--- src/rtl/hazard_ctrl.sv ---
// hazard_ctrl: forwarding selects, load-use stall, redirect flush and memory freeze for a 5-stage pipeline.
// Ports: clk (state on falling edge), Reset (async, active-low),
//   Rs_id/Rt_id/UseRs_id/UseRt_id  - ID instruction sources,
//   Rs_ex/Rt_ex/Rd_ex/RegDst_ex/RegWr_ex/MemtoReg_ex - ID/EX register fields,
//   Redirect_ex (taken branch/jump), MemWait (data memory busy),
//   ForwardA/ForwardB (10 MEM, 01 WB, 00 regfile), StallPC/StallIFID/FlushIFID/BubbleIDEX/FreezeAll,
//   StallCnt/FlushCnt (saturating 16-bit event counters).
module hazard_ctrl (
  input  logic        clk,
  input  logic        Reset,
  input  logic [4:0]  Rs_id,
  input  logic [4:0]  Rt_id,
  input  logic        UseRs_id,
  input  logic        UseRt_id,
  input  logic [4:0]  Rs_ex,
  input  logic [4:0]  Rt_ex,
  input  logic [4:0]  Rd_ex,
  input  logic        RegDst_ex,
  input  logic        RegWr_ex,
  input  logic        MemtoReg_ex,
  input  logic        Redirect_ex,
  input  logic        MemWait,
  output logic [1:0]  ForwardA,
  output logic [1:0]  ForwardB,
  output logic        StallPC,
  output logic        StallIFID,
  output logic        FlushIFID,
  output logic        BubbleIDEX,
  output logic        FreezeAll,
  output logic [15:0] StallCnt,
  output logic [15:0] FlushCnt
);
  typedef enum logic [1:0] {RUN, LDSTALL, FREEZE} state_t;
  state_t      r_state, w_next;
  logic [4:0]  r_mem_dst, r_wb_dst, w_dst_ex;
  logic        r_mem_wr, r_mem_m2r, r_wb_wr;
  logic [15:0] r_stall_cnt, r_flush_cnt;
  logic        w_lu, w_run_lu;
  assign w_dst_ex = RegDst_ex ? Rd_ex : Rt_ex;
  // Gated by Reset so stall/bubble stay low while reset is held.
  assign w_lu = Reset & RegWr_ex & MemtoReg_ex & (|w_dst_ex) &
                ((UseRs_id & (w_dst_ex == Rs_id)) | (UseRt_id & (w_dst_ex == Rt_id)));
  // A load in MEM has no data yet, so only its WB copy may be forwarded.
  assign ForwardA = (r_mem_wr & (|r_mem_dst) & ~r_mem_m2r & (r_mem_dst == Rs_ex)) ? 2'b10 :
                    (r_wb_wr & (|r_wb_dst) & (r_wb_dst == Rs_ex)) ? 2'b01 : 2'b00;
  assign ForwardB = (r_mem_wr & (|r_mem_dst) & ~r_mem_m2r & (r_mem_dst == Rt_ex)) ? 2'b10 :
                    (r_wb_wr & (|r_wb_dst) & (r_wb_dst == Rt_ex)) ? 2'b01 : 2'b00;
  assign StallCnt = r_stall_cnt;
  assign FlushCnt = r_flush_cnt;
  always_comb begin
    w_run_lu   = (r_state == RUN) & w_lu;
    w_next     = MemWait ? FREEZE : (w_run_lu & ~Redirect_ex) ? LDSTALL : RUN;
    FreezeAll  = MemWait;
    StallPC    = MemWait | (w_run_lu & ~Redirect_ex);
    StallIFID  = StallPC;
    BubbleIDEX = ~MemWait & (Redirect_ex | w_run_lu);
    FlushIFID  = ~MemWait & Redirect_ex;
  end
  always_ff @(negedge clk or negedge Reset) begin
    if (!Reset) begin
      r_state     <= RUN;
      r_mem_dst   <= '0;
      r_mem_wr    <= 1'b0;
      r_mem_m2r   <= 1'b0;
      r_wb_dst    <= '0;
      r_wb_wr     <= 1'b0;
      r_stall_cnt <= '0;
      r_flush_cnt <= '0;
    end else begin
      r_state <= w_next;
      if (!MemWait) begin
        r_mem_dst <= w_dst_ex;
        r_mem_wr  <= RegWr_ex;
        r_mem_m2r <= MemtoReg_ex;
        r_wb_dst  <= r_mem_dst;
        r_wb_wr   <= r_mem_wr;
      end
      if (StallPC && r_stall_cnt != 16'hFFFF) r_stall_cnt <= r_stall_cnt + 16'd1;
      if (FlushIFID && r_flush_cnt != 16'hFFFF) r_flush_cnt <= r_flush_cnt + 16'd1;
    end
  end
endmodule

--- config.mk ---
export PLATFORM = sky130hd
export DESIGN_NAME = hazard_ctrl
export DESIGN_NICKNAME = d
export VERILOG_FILES = /design/src/rtl/hazard_ctrl.sv
export SDC_FILE = /design/constraint.sdc
export NUM_CORES = 1
export LEC_CHECK = 0
export ABC_AREA = 0
export BUFFER_PORTS_ARGS = -buffer_cell sky130_fd_sc_hd__buf_2
export CORE_MARGIN = 2
export CORE_UTILIZATION = 56
export CTS_CLUSTER_SIZE = 28
export DETAILED_ROUTE_END_ITERATION = 10
export PLACE_DENSITY = 0.85
export SLEW_MARGIN = 20
export SYNTH_ARGS = -nofsm -noshare
export SYNTH_HDL_FRONTEND = slang
export SYNTH_SLANG_ARGS = --single-unit
--- constraint.sdc ---
create_clock -name clk -period 6.2 [get_ports clk]
set_clock_uncertainty 0.2 [all_clocks]
set_input_delay 0.31 -clock clk [delete_from_list [all_inputs] [get_ports clk]]
set_output_delay 0.31 -clock clk [all_outputs]
set_load 0.01 [all_outputs]
Word level (Yosys, flattened, before mapping). Cells that the tools add are included.

Register bits after elaboration: 47. Output and inout bits: 41. Word-level logic and storage cells: 54.

Add/sub/neg operators: 2. Equal/unequal tests: 8. Mux-type cells: 7. Bitwise logic cells: 23. Reductions and logical operators: 6.

Operators with widths (number): $add A16 B1 Y16 const B (2); $ne A16 B16 Y1 const B (2); $eq A5 B5 Y1 (6); $and A1 B1 Y1 (17); $reduce_or A5 Y1 (3); $mux W2 (3); $mux W5 (1); $mux W1 (3); $not A1 Y1 (3); $or A1 B1 Y1 (3); $logic_and A1 B1 Y1 (2); $logic_not A2 Y1 (1).

Longest topological paths before layout.
Depth in word-level cells: 9. Gate-level depth with buffers: 8. Mapped depth without buffers: 7.

==> flow_metrics.tcl <==
set metrics [dict create \
    synth-async-reset-ratio_pct 100 \
    routed_wl_um 5810 \
    grt_pass1_wl_um 9670 \
    cp_max_fo 7 \
    maxCapViolations 0 \
    synthAdderAreaFrac_pct 0.937 \
    synth-xor-area-share_pct 16.7 \
    tightest_slew_ns 1.03 \
    clk_latency_ns 0.31 \
    root_buffer "clkbuf_8" \
    clock_sinks 47 \
    synthMuxAreaShare_pct 7.87 \
    grt_max_degree 48 \
    final_nets 363 \
    synth_cell_types 44 \
    synthTopCellsByCount "47 x dfrtn_1, 28 x xor2_1, 23 x xnor2_1" \
    setup_slack_ns 0.322 \
    cts_buffers 5 \
    grtUsageTotal_pct 23.4 \
    hold_viol 0 \
    ios 75 \
    path_class "register to output port" \
    place.gp.congestion 0.921 \
    peakVddDrop_v 0.000260 \
    synth-edff-count 0 \
    dieArea_mm2 0.00534 \
    status "finished, final reports clean" \
    yosysMostFrequentCell "dfrtn_1" \
    cts_resized 0 \
    cts_buffer_depth 2 \
    power_density_mw_per_mm2 283 \
    drt_pass1_iterations 4 \
    fin_tns_setup_ns 0 \
    dieWidth_um 73.1 \
    cp_data_arrival_time_ns 5.37 \
    synth_area_mm2 0.00267 \
    ys_warn_count 0 \
    grt_antenna_before_repair 0 \
    netlist_instances 249 \
    rr_startpoint "StallCnt[0]$_DFFE_NN0P_" \
    cts_htree_levels 2 \
    maxSlewViolCount 0 \
    postCtsHoldBufs 0 \
    post_drt_via_cell_ratio 5.68 \
    start_kind "register" \
    post-dp-hpwl_um 4410 \
    p_leak_uw 0.00153 \
    path_cells "nor4bb_1 > o211ai_1 > nor4b_2 > a221oi_4 > buf_4 > inv_1 > buf_2" \
    reg2regPathDepth 6 \
    antennaDiodeCount 0 \
    syn-mean-instance-area_um2 10.7 \
    via_count 2169 \
    hold_depth 1 \
    hp-start "FlushCnt[14]$_DFFE_NN0P_" \
    synthesis.nets 285 \
    path_clk_slew_ns 0.06 \
    r2r_slack_ns 3.03 \
    regToRegEndpoint "StallCnt[1]$_DFFE_NN0P_" \
    layout-drive-gt1-share_pct 30.2 \
    synthDominantCellAreaShare_pct 44.0 \
    yosys.area_share.simple_pct 22.3 \
    synth_top_family_by_area "simple AND/OR/NAND/NOR gates" \
    yosysTopAreaCell "dfrtn_1" \
    cts_setup_buffers 0 \
    setup_viol 0 \
    design.core.area_mm2 0.00466 \
    place_ws_ns 0.309 \
    cpMaxStageDelayCell "nor4b_2" \
    initial_utilization_pct 57.3 \
    die_h_um 73.1 \
    grt_pass1_vias 2160 \
    synthFlopType "dfrtn_1" \
    rsz0062_at_grt "false" \
    slowest_delay_ns 0.45 \
    syn2layout_area_growth_pct 20.0 \
    drcViolationCount 0 \
    hold_class "register to register" \
    synth-seq-cells 47 \
    max_slew_margin_pct 31.1 \
    synth_compound_area_share_pct 5.15 \
    cp.required_ns 5.69 \
    ys_seq_area_share_pct 44.0 \
    endpoint_kind "output port" \
    drtIter0Drc 142 \
    place.port_buffers 74 \
    rows 25 \
    overflow 0 \
    cts_tree "built" \
    wl_per_cell_um 15.2 \
    ant_nets 0 \
    worstHoldEndpoint "FlushCnt[14]$_DFFE_NN0P_" \
    ys_top_cells_by_area "dfrtn_1 44%, xor2_1 9.2%, xnor2_1 7.5%" \
]
## routing by layer
metal	share of wire (%)	vias to the layer above	global-route usage, %
li1	-	1037	-
met4	2.5	0	9.05
met5	0	-	0
met1	41	1048	29.4
met3	5.5	16	4.97
met2	51	68	39.4
## through the flow
step           instance area [um2]  power, uW  util [%]  hold slack [ns]  instances
6_report                      3200        907      68.7            0.226        382
4_1_cts                       3200        912      68.7            0.229        382
3_3_place_gp                  3090        674      66.3            0.225        374
2_1_floorplan                 2670        581         -            0.230        249
3_5_place_dp                  3090        682      66.3            0.228        374
5_1_grt                       3200        966      68.7            0.242        382
## worst max-delay path, delay by kind of cell, from the launching register on
| family | cells | cell delay (ns) |
|---|---|---|
| and+or+nand+nor | 2 | 0.78 |
| buffers and inverters | 3 | 0.43 |
| AOI/OAI and AO/OA | 2 | 0.42 |
| DFF | 1 | 0.33 |
## registers in the layout (all words and copies together), names as in the netlist
signal and cells:
r_mem_wr 1, r_wb_wr 1, r_mem_m2r 1, r_mem_dst 5
r_wb_dst 5, FlushCnt 16, r_state 2, StallCnt 16
## worst max path at each step
stage | startpoint | to | slack (ns) | cells past startpoint
5_1_grt | r_state[1]$_DFF_NN0_ | StallPC | 0.17 | 7
3_3_place_gp | Rd_ex[1] | StallCnt[1]$_DFFE_NN0P_ | 0.36 | 7
3_5_place_dp | RegDst_ex | StallCnt[15]$_DFFE_NN0P_ | 0.31 | 7
4_1_cts | r_state[1]$_DFF_NN0_ | StallPC | 0.30 | 7
6_report | r_state[1]$_DFF_NN0_ | StallPC | 0.32 | 7
2_1_floorplan | RegDst_ex | StallCnt[14]$_DFFE_NN0P_ | 0.58 | 7
## area by class of cell
class / count / area (um2)
Clock buffer: 5 / 68.8
Clock inverter: 3 / 46.3
Fill cell: 359 / 1460
Inverter: 8 / 30.0
Multi-Input combinational cell: 187 / 1410
Sequential cell: 47 / 1180
Tap cell: 54 / 67.6
Timing Repair Buffer: 78 / 400
## layout by cell type (no fill, tap or decap), drive strengths merged, types with 3 or more instances in the layout
| master | Yosys | final |
|---|---|---|
| buf | 5 | 78 |
| dfrtn | 47 | 47 |
| xor2 | 28 | 28 |
| xnor2 | 23 | 23 |
| nand2 | 21 | 21 |
| nand3 | 13 | 13 |
| mux2i | 12 | 12 |
| nor3 | 10 | 10 |
| nor4 | 10 | 10 |
| nor2 | 9 | 9 |
| inv | 8 | 9 |
| mux2 | 7 | 7 |
| o21ai | 6 | 6 |
| nor4b | 6 | 6 |
| nand2b | 5 | 5 |
| or4 | 5 | 5 |
| nand4 | 5 | 5 |
| clkbuf | 2 | 5 |
| and4 | 4 | 4 |
| a21oi | 3 | 3 |
## power by group
group	internal [uW]	total, uW	switching (uW)
clock network	122	231	110
logic	114	237	124
registers	369	438	69.2
total	604	907	302
## cell families after synthesis
| logic type | after synthesis |
|---|---|
| AO/OA/AOI/OAI | 18 |
| XOR/XNOR | 51 |
| adder cells (fa/ha/maj) | 2 |
| buffers and inverters | 15 |
| flip-flops | 47 |
| multiplexers | 19 |
| AND/OR/NAND/NOR | 97 |
Power figures use the tool's default switching activity.
